$ cat config.mk
export PLATFORM = sky130hd
export DESIGN_NAME = regfile_write_arbiter
export DESIGN_NICKNAME = d
export VERILOG_FILES = /design/src/rtl/regfile_write_arbiter_pkg.sv /design/src/rtl/regfile_write_arbiter_aux_queue.sv /design/src/rtl/regfile_write_arbiter.sv
export SDC_FILE = /design/constraint.sdc
export NUM_CORES = 1
export LEC_CHECK = 0
export BUFFER_PORTS_ARGS = -buffer_cell sky130_fd_sc_hd__buf_2
export CAP_MARGIN = 40
export CORE_MARGIN = 1.5
export CORE_UTILIZATION = 30
export DETAILED_ROUTE_END_ITERATION = 12
export PLACE_DENSITY = 0.45
export SLEW_MARGIN = 20
export SYNTH_ARGS = -nofsm -noshare
export SYNTH_HDL_FRONTEND = slang
export SYNTH_SLANG_ARGS = --single-unit
$ cat constraint.sdc
create_clock -name clk_i -period 3.5 [get_ports clk_i]
set_clock_uncertainty 0.1 [all_clocks]
set_input_delay 0 -clock clk_i [delete_from_list [all_inputs] [get_ports clk_i]]
set_output_delay 0 -clock clk_i [all_outputs]
set_load 0.02 [all_outputs]
$ cat src/rtl/regfile_write_arbiter_pkg.sv
// Shared widths and the queued-write entry type for the register-file write arbiter.
package regfile_write_arbiter_pkg;
   localparam int REG_ADDR_W     = 5;
   localparam int DATA_W         = 32;
   localparam int REG_NUM        = 32;
   localparam int WB_QUEUE_DEPTH = 4;

   typedef struct packed {
      logic                  live;
      logic [REG_ADDR_W-1:0] addr;
      logic [DATA_W-1:0]     data;
   } wb_entry_t;
endpackage

$ cat src/rtl/regfile_write_arbiter_aux_queue.sv
// Circular buffer of auxiliary writes; entries can be killed by address so an older
// queued write never lands on top of a newer pipeline write to the same register.
module regfile_write_arbiter_aux_queue
   import regfile_write_arbiter_pkg::*;
#(
   parameter int DEPTH = 4,
   parameter int CNT_W = 3
) (
   input  logic                  clk_i,
   input  logic                  rst_i,
   input  logic                  push_i,
   input  logic [REG_ADDR_W-1:0] push_addr_i,
   input  logic [DATA_W-1:0]     push_data_i,
   input  logic                  pop_i,
   input  logic                  kill_en_i,
   input  logic [REG_ADDR_W-1:0] kill_addr_i,
   output wb_entry_t             head_o,
   output logic [CNT_W-1:0]      count_o,
   output logic [REG_NUM-1:0]    pending_mask_o
);
   localparam int PTR_W = $clog2(DEPTH);

   wb_entry_t        mem_q [DEPTH];
   logic [PTR_W-1:0] head_q, tail_q;
   logic [CNT_W-1:0] count_q;

   always_ff @(posedge clk_i) begin
      if (rst_i) begin
         head_q  <= '0;
         tail_q  <= '0;
         count_q <= '0;
         for (int i = 0; i < DEPTH; i++) mem_q[i] <= '0;
      end else begin
         // Kill first so a same-cycle push (younger than the pipe write) survives it.
         for (int i = 0; i < DEPTH; i++)
            if (kill_en_i && mem_q[i].addr == kill_addr_i) mem_q[i].live <= 1'b0;
         if (pop_i) begin
            mem_q[head_q].live <= 1'b0;
            head_q             <= head_q + PTR_W'(1);
         end
         if (push_i) begin
            mem_q[tail_q] <= '{live: 1'b1, addr: push_addr_i, data: push_data_i};
            tail_q        <= tail_q + PTR_W'(1);
         end
         unique case ({push_i, pop_i})
            2'b10:   count_q <= count_q + CNT_W'(1);
            2'b01:   count_q <= count_q - CNT_W'(1);
            default: count_q <= count_q;
         endcase
      end
   end

   // Freed slots have live cleared, so only occupied live entries contribute.
   always_comb begin
      pending_mask_o = '0;
      for (int i = 0; i < DEPTH; i++)
         if (mem_q[i].live) pending_mask_o[mem_q[i].addr] = 1'b1;
      pending_mask_o[0] = 1'b0;
   end

   assign head_o  = mem_q[head_q];
   assign count_o = count_q;
endmodule

$ cat src/rtl/regfile_write_arbiter.sv
// Sole driver of the register-file write port: pipeline writeback wins, queued aux
// writes drain in idle pipe cycles, one registered write per cycle at most.
module regfile_write_arbiter
   import regfile_write_arbiter_pkg::*;
#(
   parameter int QUEUE_DEPTH = WB_QUEUE_DEPTH,
   parameter int CNT_W       = $clog2(QUEUE_DEPTH) + 1
) (
   input  logic                  clk_i,
   input  logic                  rst_i,
   input  logic                  pipe_write_en_i,
   input  logic [REG_ADDR_W-1:0] pipe_write_addr_i,
   input  logic [DATA_W-1:0]     pipe_write_data_i,
   input  logic                  aux_valid_i,
   output logic                  aux_ready_o,
   input  logic [REG_ADDR_W-1:0] aux_addr_i,
   input  logic [DATA_W-1:0]     aux_data_i,
   output logic                  write_en_o,
   output logic [REG_ADDR_W-1:0] write_addr_o,
   output logic [DATA_W-1:0]     write_data_o,
   output logic [REG_NUM-1:0]    pending_mask_o,
   output logic [CNT_W-1:0]      queue_count_o
);
   wb_entry_t             head;
   logic                  pipe_acc, pop, push, pop_live;
   logic                  write_en_q, write_en_d;
   logic [REG_ADDR_W-1:0] write_addr_q, write_addr_d;
   logic [DATA_W-1:0]     write_data_q, write_data_d;

   assign pipe_acc    = pipe_write_en_i && (pipe_write_addr_i != '0);
   assign pop         = !pipe_acc && (queue_count_o != '0);
   assign pop_live    = pop && head.live;
   // No bypass: a full queue refuses even when it is about to pop.
   assign aux_ready_o = !rst_i && (queue_count_o < CNT_W'(QUEUE_DEPTH));
   assign push        = aux_valid_i && aux_ready_o && (aux_addr_i != '0);

   regfile_write_arbiter_aux_queue #(
      .DEPTH (QUEUE_DEPTH),
      .CNT_W (CNT_W)
   ) u_queue (
      .clk_i          (clk_i),
      .rst_i          (rst_i),
      .push_i         (push),
      .push_addr_i    (aux_addr_i),
      .push_data_i    (aux_data_i),
      .pop_i          (pop),
      .kill_en_i      (pipe_acc),
      .kill_addr_i    (pipe_write_addr_i),
      .head_o         (head),
      .count_o        (queue_count_o),
      .pending_mask_o (pending_mask_o)
   );

   always_comb begin
      write_en_d   = pipe_acc || pop_live;
      write_addr_d = write_addr_q;
      write_data_d = write_data_q;
      if (pipe_acc) begin
         write_addr_d = pipe_write_addr_i;
         write_data_d = pipe_write_data_i;
      end else if (pop_live) begin
         write_addr_d = head.addr;
         write_data_d = head.data;
      end
   end

   always_ff @(posedge clk_i) begin
      if (rst_i) begin
         write_en_q   <= 1'b0;
         write_addr_q <= '0;
         write_data_q <= '0;
      end else begin
         write_en_q   <= write_en_d;
         write_addr_q <= write_addr_d;
         write_data_q <= write_data_d;
      end
   end

   assign write_en_o   = write_en_q;
   assign write_addr_o = write_addr_q;
   assign write_data_o = write_data_q;
endmodule

* After elaboration in Yosys (flattened, before gate mapping)
Memories as Yosys holds them, arrays and structs flattened. A register that Yosys moved wholly into a read port is not among the register bits. Index checks and enable logic that the tools add are counted.
Word-level totals: flip-flop bits (word level) 45, RAM bits 152, bits of input ports 78, output and inout port bits 74, word-level logic and storage cells 102, memories kept 1
Cells by class: $add $sub $neg 4, order comparisons 9, eq/ne operators 6, muxes and demuxes 46, bitwise operators 7, reductions and logical operators 23
Memories:
- u_queue.mem_q | depth 4, width 38, rd ports 5, clocked after memory_dff 1, write ports 5, RTL line regfile_write_arbiter_aux_queue.sv:23 | wb_entry_t mem_q [DEPTH];
Operators with widths (count):
- $mux 32 | 6
- $or 32x32->32 | 3
- $mux 38 | 1
- $reduce_or 38->1 | 1
- $mux 1 | 28
- $lt 5x6->1 const B | 4
- $demux 1 s5 | 4
- $eq 5x5->1 | 4
- $ge 5x1->1 const B | 4
- $logic_and 1x1->1 | 14
- $mux 5 | 2
- $reduce_bool 5->1 | 2
- $mux 2 | 4
- $pmux 3 s2 | 1
- $add 2x1->2 const B | 2
- $or 1x1->1 | 4
- $reduce_bool 2->1 | 2
- $add 3x1->3 const B | 1
- $lt 3x3->1 const B | 1
- $reduce_bool 3->1 | 1
- $sub 3x1->3 const B | 1
- $eq 2x1->1 const B | 1
- $eq 2x2->1 const B | 1
- $logic_not 1->1 | 2
- $logic_or 1x1->1 | 1

* Depth between registers and ports, before layout
An unclocked memory read counts as a cell.
word-level depth 12, gate-level depth with buffers 11, mapped depth without buffers 9

* Modules after synthesis
Synthesis repeated with hierarchy kept, for this count alone.
Unflattened totals: cell total of the unflattened synthesis 787, area total of the unflattened synthesis 10309.9 um^2
Modules (own cells, without submodules):
- regfile_write_arbiter_aux_queue | times used 1, cells each 604, area each 8300.5 um^2, seq. area each 4704.5 um^2
- regfile_write_arbiter | times used 1, cells each 183, area each 2009.4 um^2, seq. area each 760.7 um^2

* Least setup slack after synthesis
Ideal clock, no wire load.
path kind reg-to-reg, from reg u_queue.count_q[2], in the netlist u_queue.count_o[2], to mem u_queue.mem_q[0][0] in the netlist's numbering, enable pin, setup time 0.396 ns, arrival time 2.129 ns, data required time 3.004 ns, slack 0.875 ns, cell stages (with the launch flop) 6, buffers on the path 1, clock period less this slack 2.625 ns, path through dfxtp_1 nor2_1 o211a_1 buf_2 and2_1 or2_1
RTL lines:
- start, declared | RTL line regfile_write_arbiter_aux_queue.sv:25 | logic [CNT_W-1:0] count_q;
- start signal, assigned | RTL line regfile_write_arbiter_aux_queue.sv:46 | 2'b10: count_q <= count_q + CNT_W'(1);
- start signal, assigned | RTL line regfile_write_arbiter_aux_queue.sv:47 | 2'b01: count_q <= count_q - CNT_W'(1);
- start signal, assigned | RTL line regfile_write_arbiter_aux_queue.sv:48 | default: count_q <= count_q;
- end, declared | RTL line regfile_write_arbiter_aux_queue.sv:23

==> out/summary.txt <==
CTS tree: yes
Resize count post-CTS: 0
startpoint types: input port
synthesis-to-finish area growth: 26.5%
slowest CP cell: or2_2
distinct cell type count after synthesis: 44
Cell Area, Synth: 9910 µm²
io pins: 152
Worst Path Required: 3.59 ns
Async SR Flop Fraction: 0%
period utilization: 77.8%
gr ovfl total: 0
H-tree depth: 4
CP peak stage delay: 0.59 ns
max-cap violation count: 0
initial antenna violation count: 1
syn_area_per_cell: 12.3 µm²
DP Area: 11100 µm²
Max Slew Vio Count: 0
routed wl met2: 14.7 mm
DR iter-0 viols: 575
post-route ant nets: 0
first drt pass iteration count: 5
Power Dens Cells: 485 nW/µm²
CTS clock-pin slew for the worst setup and hold paths: 0.07 ns
EDFF count, synth: 148
WL/cell: 21.5 µm
WP buf/inv: 3
Placer Congestion: 0.803
Final setup viols: 0
multi-input logic area: 4040 µm²
RSZ-0062 raised after global routing: false
share of layout cells above drive strength 1: 26.9%
Synth Register Bits: 199
crit end category: flop
final hold slack: 0.0867 ns
most frequent cells in the layout: 152 x and3_1, 152 x buf_2, 148 x edfxtp_1
core area: 32500 µm²
Main synth FF type: edfxtp_1
postcts setup bufs: 0
register area: 5470 µm²
worst skew pair latency: 0.43 ns
Final WS setup: 0.778 ns
met3 wire len: 1.50 mm
VDD IR-drop max: 0.000253 V
Max-slew headroom: 46.0%
pre-CTS WS: 0.844 ns
Tmin final: 2.72 ns
met1 wire length: 14.5 mm
Die Wd: 185 µm
Gate Count Post-Synth: 807
share of the synthesized area in the top cell type: 44.9%
clock root buffer: clkbuf_16
critical path class: in2reg
post-route cell area: 12500 µm²
# port buffers: 150
Peak Freq: 0.367 GHz
Total Routed Length: 31.1 mm
Least-Margin Pin Slew: 0.810 ns
post-synth net total: 895
vias: 7591
Leak Pwr: 0.00521 µW
gr usage total: 18.5%
dpl hpwl: 19.3 mm
CTS max path bufs: 2
Yosys top cell by area: edfxtp_1
vias per inst: 5.24
Seq/Total Area, Yosys: 55.2%
nets: 1080
# DRC: 0
global-route wire length before repair: 46.9 mm
worst min-delay path class: in2reg
yosys warns: 0
total negative slack: 0 ns
number of global-route vias before repair: 7593
Row Count: 66
Die Y: 185 µm
Max Fanout on Critical Path: 55
TritonCTS sink count: 199
Synth area leaders: edfxtp_1 45%, dfxtp_1 10%, and3_1 9.6%
die area: 34100 µm²
crit-path leading delay family: simple AND/OR/NAND/NOR gates
status: completed
Worst EP arrival: 2.81 ns
final hold violations: 0
largest net degree at the start of global routing: 102
fillers: 3186
Num CTS Buffers: 17
initial core utilization: 30.5%
Critical Path, Cell by Cell: dlygate4sd3_1, buf_2, or4_1, o211a_4, and2_1, or2_2, buf_4
top sig layer: met4
## timing repair
item / CTS / global route
hold buffers: 78 / 0
hold endpoints to repair: 195 / 0
endpoints found under the setup margin: 0 / 0
## area by class of cell
class,count,area share (%)
inverter,10,0.300
multi-input combinational,513,32.2
clock inverter,10,0.989
timing repair buffer,251,14.3
clock buffer,22,4.13
antenna,2,0.0399
sequential,199,43.6
tap,442,4.41
## worst min-delay path: cells and delay by family
| family | cells | cell delay [ns] |
|---|---|---|
| buffers and inverters | 1 | 0.20 |
| AOI/OAI and AO/OA | 1 | 0.17 |
| and+or+nand+nor | 1 | 0.12 |
| xor gates and xnor gates | 1 | 0.10 |
## final timing paths
path / startpoint / to / slack [ns] / cells past startpoint
min reg2reg: write_data_o[2]$_SDFFE_PP0P_ / write_data_o[2]$_SDFFE_PP0P_ / 0.39 / 2
max reg2reg: u_queue.count_o[2]$_SDFFE_PP0P_ / u_queue.mem_q[0][27]$_SDFFCE_PN0P_ / 0.87 / 5
max: aux_addr_i[2] / u_queue.mem_q[0][27]$_SDFFCE_PN0P_ / 0.78 / 7
min: pipe_write_addr_i[1] / u_queue.mem_q[0][37]$_SDFFE_PP1P_ / 0.09 / 4
## cell usage after synthesis, types with 14 or more instances
master	number
a221o_1	14
and3_1	152
buf_2	16
clkbuf_1	62
dfxtp_1	51
edfxtp_1	148
mux4_2	38
nand2_1	20
nor2_1	54
nor3_1	31
o221ai_1	47
o22ai_1	14
xor2_1	14
## metrics by stage
stage / cells / utilization (%) / total power (µW)
2_1_floorplan: 807 / - / 3520
3_3_place_gp: 1330 / 33.7 / 3900
3_5_place_dp: 1336 / 34.0 / 3940
4_1_cts: 1446 / 38.4 / 6140
5_1_grt: 1448 / 38.5 / 6330
6_report: 1449 / 38.5 / 6080
## registers in the layout, summed over array words and instances, names as in the netlist, named ones only
| name | count |
|---|---|
| u_queue.head_q | 2 |
| write_en_o | 1 |
| write_data_o | 32 |
| u_queue.count_o | 3 |
| u_queue.tail_q | 2 |
| u_queue.mem_q | 152 |
| write_addr_o | 5 |
## per-layer routing
metal  track usage (%)  vias to the layer above
met2              30.4                      253
met4              4.81                        0
met3              3.08                       26
met1              25.3                     3789
met5                 0                        -
li1                  -                     3523
## where the power goes
part	total (µW)	switching (µW)	internal [µW]	leakage, µW
logic	1130	649	477	0.00294
registers	2820	112	2710	0.00196
clock network	2130	919	1210	0.000310
total	6080	1680	4400	0.00521
## cell families (layout without fill, tap and decap cells)
logic type	Yosys count	in the layout	synth area share, %
AOI/OAI and AO/OA	113	113	9.17
xor gates and xnor gates	24	24	2.12
adders and majority gates	10	10	1.34
buffers and inverters	95	293	4.26
DFF	199	199	55.2
muxes	39	39	8.74
other	1	3	0.0378
and+or+nand+nor	326	326	19.2
Note: power is estimated with default switching activity, not from simulation.
